==> config.mk <==
export PLATFORM = sky130hd
export DESIGN_NAME = control_sequencer
export DESIGN_NICKNAME = d
export VERILOG_FILES = /design/src/rtl/control_sequencer.sv
export SDC_FILE = /design/constraint.sdc
export NUM_CORES = 1
export LEC_CHECK = 0
export CAP_MARGIN = 25
export CORE_MARGIN = 4
export CORE_UTILIZATION = 43
export DETAILED_ROUTE_END_ITERATION = 8
export PLACE_DENSITY_LB_ADDON = 0.15
export SLEW_MARGIN = 10
export SYNTH_ARGS = -nofsm -noshare
export SYNTH_HDL_FRONTEND = slang
export SYNTH_SLANG_ARGS = --single-unit
==> constraint.sdc <==
create_clock -name clk -period 3.8 [get_ports clk]
set_clock_uncertainty 0.05 [all_clocks]
set_input_delay 0.38 -clock clk [delete_from_list [all_inputs] [get_ports clk]]
set_output_delay 0.38 -clock clk [all_outputs]
set_load 0.03 [all_outputs]
==> src/rtl/control_sequencer.sv <==
// Hardwired fetch/decode/execute sequencer for the 32-bit RISC datapath.
// Optional single-step mode: define CONTROL_SEQUENCER_STEP_EN (adds Step in / Paused out).
module control_sequencer #(
  parameter int         MEM_WAIT = 0,
  parameter logic [4:0] OP_INC   = 5'b11111,
  parameter logic [4:0] OP_ADD   = 5'b00011
) (
  input  logic        clk,
  input  logic        clr,
  input  logic [31:0] IR,
  input  logic        CON_FF,
  input  logic        Stop,
`ifdef CONTROL_SEQUENCER_STEP_EN
  input  logic        Step,
  output logic        Paused,
`endif
  output logic        Run,
  output logic        PCout, PCin, MARin, MDRin, MDRout, Read, Write, IRin,
  output logic        Yin, Zin, Zlowout, Zhighout, HIin, HIout, LOin, LOout,
  output logic        Gra, Grb, Grc, Rin, Rout, BAout, Cout, CONin, OutportIn, InPortOut,
  output logic [4:0]  OpCode
);
  localparam int WW = (MEM_WAIT > 0) ? $clog2(MEM_WAIT + 1) : 1;

  typedef enum logic [3:0] {
    RESET, T0, T1, T2, T3, T4, T5, T6, T7, HALTED, PAUSED
  } state_t;

  state_t          state_q, state_d;
  logic [4:0]      op_q;
  logic [WW-1:0]   wcnt;
  logic            stop_q, last, first, wdone;
  state_t          bnd_next;
  logic            unused_ir;

  assign unused_ir = ^IR[26:0];
  assign first     = (wcnt == WW'(MEM_WAIT));
  assign wdone     = (wcnt == '0);

  // A Stop pulse is remembered so the current instruction still finishes.
  always_ff @(posedge clk or posedge clr) begin
    if (clr) begin
      state_q <= RESET;
      op_q    <= '0;
      wcnt    <= WW'(MEM_WAIT);
      stop_q  <= 1'b0;
    end else begin
      state_q <= state_d;
      if (Stop) stop_q <= 1'b1;
      if (state_q == T2) op_q <= IR[31:27];
      if (state_d != state_q) wcnt <= WW'(MEM_WAIT);
      else if (!wdone)        wcnt <= wcnt - 1'b1;
    end
  end

  wire is_alu = (op_q >= 5'd3)  && (op_q <= 5'd11);
  wire is_imm = (op_q >= 5'd12) && (op_q <= 5'd14);
  wire is_md  = (op_q == 5'd15) || (op_q == 5'd16);
  wire is_neg = (op_q == 5'd17) || (op_q == 5'd18);
  wire is_mem = (op_q <= 5'd2);

  always_comb begin
`ifdef CONTROL_SEQUENCER_STEP_EN
    bnd_next = (Stop || stop_q) ? HALTED : PAUSED;
`else
    bnd_next = (Stop || stop_q) ? HALTED : T0;
`endif
  end

  always_comb begin
    state_d = state_q;
    last    = 1'b0;
    Run     = !(state_q == RESET || state_q == HALTED);
    {PCout, PCin, MARin, MDRin, MDRout, Read, Write, IRin} = '0;
    {Yin, Zin, Zlowout, Zhighout, HIin, HIout, LOin, LOout} = '0;
    {Gra, Grb, Grc, Rin, Rout, BAout, Cout, CONin, OutportIn, InPortOut} = '0;
    OpCode  = '0;
`ifdef CONTROL_SEQUENCER_STEP_EN
    Paused  = (state_q == PAUSED);
`endif
    case (state_q)
      RESET: state_d = T0;
      T0: begin
        {PCout, MARin, Zin} = '1; OpCode = OP_INC; state_d = T1;
      end
      T1: begin
        {Zlowout, PCin} = {2{first}};
        {Read, MDRin} = '1;
        if (wdone) state_d = T2;
      end
      T2: begin
        {MDRout, IRin} = '1; state_d = T3;
      end
      T3: begin
        state_d = T4;
        if (is_alu || is_imm)   {Grb, Rout, Yin} = '1;
        else if (is_md)         {Gra, Rout, Yin} = '1;
        else if (is_neg)        begin {Grb, Rout, Zin} = '1; OpCode = op_q; end
        else if (is_mem)        {Grb, BAout, Yin} = '1;
        else case (op_q)
          5'd19: {Gra, Rout, CONin} = '1;
          5'd20: begin {Gra, Rout, PCin} = '1; last = 1'b1; end
          5'd21: {PCout, Grb, Rin} = '1;
          5'd22: begin {InPortOut, Gra, Rin} = '1; last = 1'b1; end
          5'd23: begin {Gra, Rout, OutportIn} = '1; last = 1'b1; end
          5'd24: begin {HIout, Gra, Rin} = '1; last = 1'b1; end
          5'd25: begin {LOout, Gra, Rin} = '1; last = 1'b1; end
          5'd27: state_d = HALTED;
          default: last = 1'b1;
        endcase
      end
      T4: begin
        state_d = T5;
        if (is_alu)             begin {Grc, Rout, Zin} = '1; OpCode = op_q; end
        else if (is_imm)        begin {Cout, Zin} = '1; OpCode = op_q; end
        else if (is_md)         begin {Grb, Rout, Zin} = '1; OpCode = op_q; end
        else if (is_neg)        begin {Zlowout, Gra, Rin} = '1; last = 1'b1; end
        else if (is_mem)        begin {Cout, Zin} = '1; OpCode = OP_ADD; end
        else if (op_q == 5'd19) {PCout, Yin} = '1;
        else if (op_q == 5'd21) begin {Gra, Rout, PCin} = '1; last = 1'b1; end
        else                    last = 1'b1;
      end
      T5: begin
        state_d = T6;
        if (is_alu || is_imm || op_q == 5'd1) begin {Zlowout, Gra, Rin} = '1; last = 1'b1; end
        else if (is_md)         {Zlowout, LOin} = '1;
        else if (is_mem)        {Zlowout, MARin} = '1;
        else if (op_q == 5'd19) begin {Cout, Zin} = '1; OpCode = OP_ADD; end
        else                    last = 1'b1;
      end
      T6: begin
        if (is_md)              begin {Zhighout, HIin} = '1; last = 1'b1; end
        else if (op_q == 5'd0)  begin {Read, MDRin} = '1; if (wdone) state_d = T7; end
        else if (op_q == 5'd2)  begin {Gra, Rout, Write} = '1; last = wdone; end
        else if (op_q == 5'd19) begin {Zlowout, PCin} = {2{CON_FF}}; last = 1'b1; end
        else                    last = 1'b1;
      end
      T7: begin
        {MDRout, Gra, Rin} = '1; last = 1'b1;
      end
`ifdef CONTROL_SEQUENCER_STEP_EN
      PAUSED: begin
        if (Stop || stop_q) state_d = HALTED;
        else if (Step)      state_d = T0;
      end
`endif
      default: state_d = state_q;
    endcase
    if (last) state_d = bnd_next;
  end
endmodule
==> results.tsv <==
stage	metric	value	unit
status	status	finished, final reports clean	
global_routing	first-pass GRT wire length	7320	um
flow_run	number of max-cap violations	0	
finish	commonest non-fill, non-tap cell in the layout	clkdlybuf4s50_1	
setup_path	Critical Path AT	2.82	ns
floorplan	Die Width	63.7	um
synthesis	syn avg cell area	6.88	um2
synthesis	mux contribution to synthesized area	4.22	%
clock_tree	Clock Pin Slew Worst Setup and Hold Paths	0.06	ns
finish	nets	260	
power	leakage dissipation	0.648	nW
sta	final setup margin	0.553	ns
floorplan	height of the die	63.7	um
setup_path	FF-to-FF setup slack	1.56	ns
setup_path	CP cell instances	nand3b_1, nor4_1, a21oi_1, o31ai_1, clkdlybuf4s50_1	
route	DRT Pass-1 Iters	5	
clock_tree	number of gates resized after CTS	0	
route	WL per Instance	16.4	um
finish	Final Cell Area	1720	um2
synthesis	Synth Area in Simple Gates	35.7	%
clock_tree	clock latency on the worst-skew pair	0.25	ns
place	# port buffers	40	
route	Post-route DRC	0	
sta	setup TNS	0	ns
setup_path	Crit Path Class	reg -> out	
floorplan	Rows	19	
floorplan	core area	2850	um2
route	total number of vias	1626	
synthesis	Synth async-reset ratio	100	%
synthesis	XOR/XNOR share of the synthesized area	1.22	%
clock_tree	H-tree Lvls	1	
clock_tree	Root Buffer	clkbuf_4	
finish	most frequent cells in the layout	40 x clkdlybuf4s50_1, 27 x nor2_1, 20 x nand2_1	
power	PwrDens	552	nW/um2
place	DP HPWL	3090	um
clock_tree	hold bufs inserted after CTS	0	
floorplan	Initial Util	46.8	%
setup_path	Critical R2R Capture	state_q[3]$_DFFE_PP0P_	
sta	min Tclk post-route	3.25	ns
synthesis	Post-Synth Adder-Cell Area	0	%
synthesis	Synth warnings	0	
setup_path	crit end category	output port	
global_routing	initial antenna violation count	0	
setup_path	WP buf/inv	1	
sta	worst-margin pin slew	0.666	ns
synthesis	Post-synth top flop	dfrtp_1	
synthesis	main combinational cell family by area after synthesis	simple AND/OR/NAND/NOR gates	
setup_path	Worst setup startpoint	op_q[4]$_DFFE_PP0P_	
setup_path	critical path fanouts, max	18	
place	DP Area	1690	um2
synthesis	post-synthesis sequential area ratio	18.7	%
place	RD Place Congestion	0.925	
global_routing	largest net degree at the start of global routing	24	
synthesis	Post-synth EDFFs	0	
power	worst vdd ir	326	uV
floorplan	io pins	68	
setup_path	Crit path required time	3.37	ns
synthesis	synth unique cells	57	
finish	share of post-route cells with drive strength above 1	7.66	%
sta	Slew HR	55.6	%
route	Antenna Violating Nets Remaining	0	
setup_path	Worst R2R Path Depth	5	
sta	RSZ-0062 raised after global routing	false	
clock_tree	CTS sink cnt	10	
floorplan	full die area	4060	um2
finish	ANT cells	0	
sta	fin crit share	85.4	%
clock_tree	CTS Buffer Depth	2	
global_routing	GRT Total Usage	21.8	%
setup_path	Worst path slowest cell	dfrtp_1	
synthesis	post-synth net total	230	
global_routing	GRT overflow	0	
synthesis	Synth Instances	194	
sta	FMAX	308	MHz
synthesis	post-synthesis compound-gate area fraction	30.7	%
setup_path	CP max stage delay	0.77	ns
clock_tree	CTS Buf Count	3	
sta	Setup-failing EPs final	0	
clock_tree	post-CTS repair timing setup buffer count	0	
setup_path	family with the most delay on the worst path	flip-flops	
route	initial DRC count	198	
global_routing	vias in the first global route	1475	
place	DP Worst Slack	0.922	ns
synthesis	FF+latch count, synth	10	
setup_path	Startpoint Class	register	
clock_tree	CTS tree	yes	
sta	Fin. Hold Viols	0	
finish	Area growth, synth to finish	28.6	%
synthesis	Syn Std Cell Area	1340	um2
sta	Max Slew Vio Count	0	
route	final wirelength	4160	um
finish	final core occ	60.2	%
min_path	type of the tightest min-delay check	in -> async	
setup_path	r2r startpoint	state_q[0]$_DFFE_PP0P_	
route	DR vias/cell	6.43	
where the power goes:
group | internal (mW) | switching [mW] | leakage, nW
registers | 0.143 | 0.152 | 0.113
logic | 0.210 | 0.378 | 0.521
clock network | 0.0362 | 0.0296 | 0.0138
sequential cells by signal, indices dropped and copies added (netlist names):
name	cells
op_q	5
state_q	4
stop_q	1
worst register-to-register path: stages, from the launching register on:
cell	delay, ns
dfrtp_1	0.60
and2b_1	0.32
nand3_1	0.23
and3_1	0.26
o31ai_2	0.32
mux2_4	0.33
logic make-up (layout without fill, tap and decap cells):
group / Yosys count / count (layout)
DFF: 10 / 10
buffers and inverters: 24 / 52
muxes: 5 / 5
and+or+nand+nor: 95 / 95
xor gates and xnor gates: 1 / 1
AOI/OAI and AO/OA: 59 / 59
synth_stat cells, types with 3 or more instances:
library cell	instances	area share [%]
mux2i_1	3	2.2
dfrtp_1	10	19
nand2_1	20	5.6
nor3_1	11	4.1
buf_2	7	2.6
a21oi_1	12	4.5
inv_1	5	1.4
clkbuf_1	4	1.1
nor2_1	27	7.6
buf_4	5	2.8
and3_1	4	1.9
nand3_1	10	3.7
o21ai_0	17	6.4
o21bai_1	3	1.7
stage by stage:
stage | power (mW) | instances | hold WS [ns]
detailed placement | 0.862 | 250 | 0.388
global route | 1.03 | 253 | 0.354
global placement | 0.854 | 250 | 0.388
floorplan | 0.726 | 194 | 0.170
CTS | 0.933 | 253 | 0.338
finish | 0.948 | 253 | 0.340
layer usage:
metal  vias up  global-route usage (%)  routed length (um)
li1        765                       -                   -
met1       736                    30.6                1710
met2       119                    34.3                1970
met3         6                    3.91                 440
met4         0                    5.39                  34
met5         -                       0                   0
how the worst max path moves through the flow:
stage | endpoint | depth (start not counted)
2_1_floorplan | Cout | 4
3_3_place_gp | Rout | 6
3_5_place_dp | OpCode[4] | 5
4_1_cts | Rout | 6
5_1_grt | OpCode[0] | 6
6_report | OpCode[4] | 5
final cells by class:
type | count | area [um2]
multi-input cells | 160 | 960
inverters | 6 | 22.5
repair buffers | 43 | 423
clock buffers | 3 | 22.5
fillers | 281 | 1140
well taps | 31 | 38.8
flip-flops and latches | 10 | 250
No activity file was read; power rests on OpenSTA's default activity.
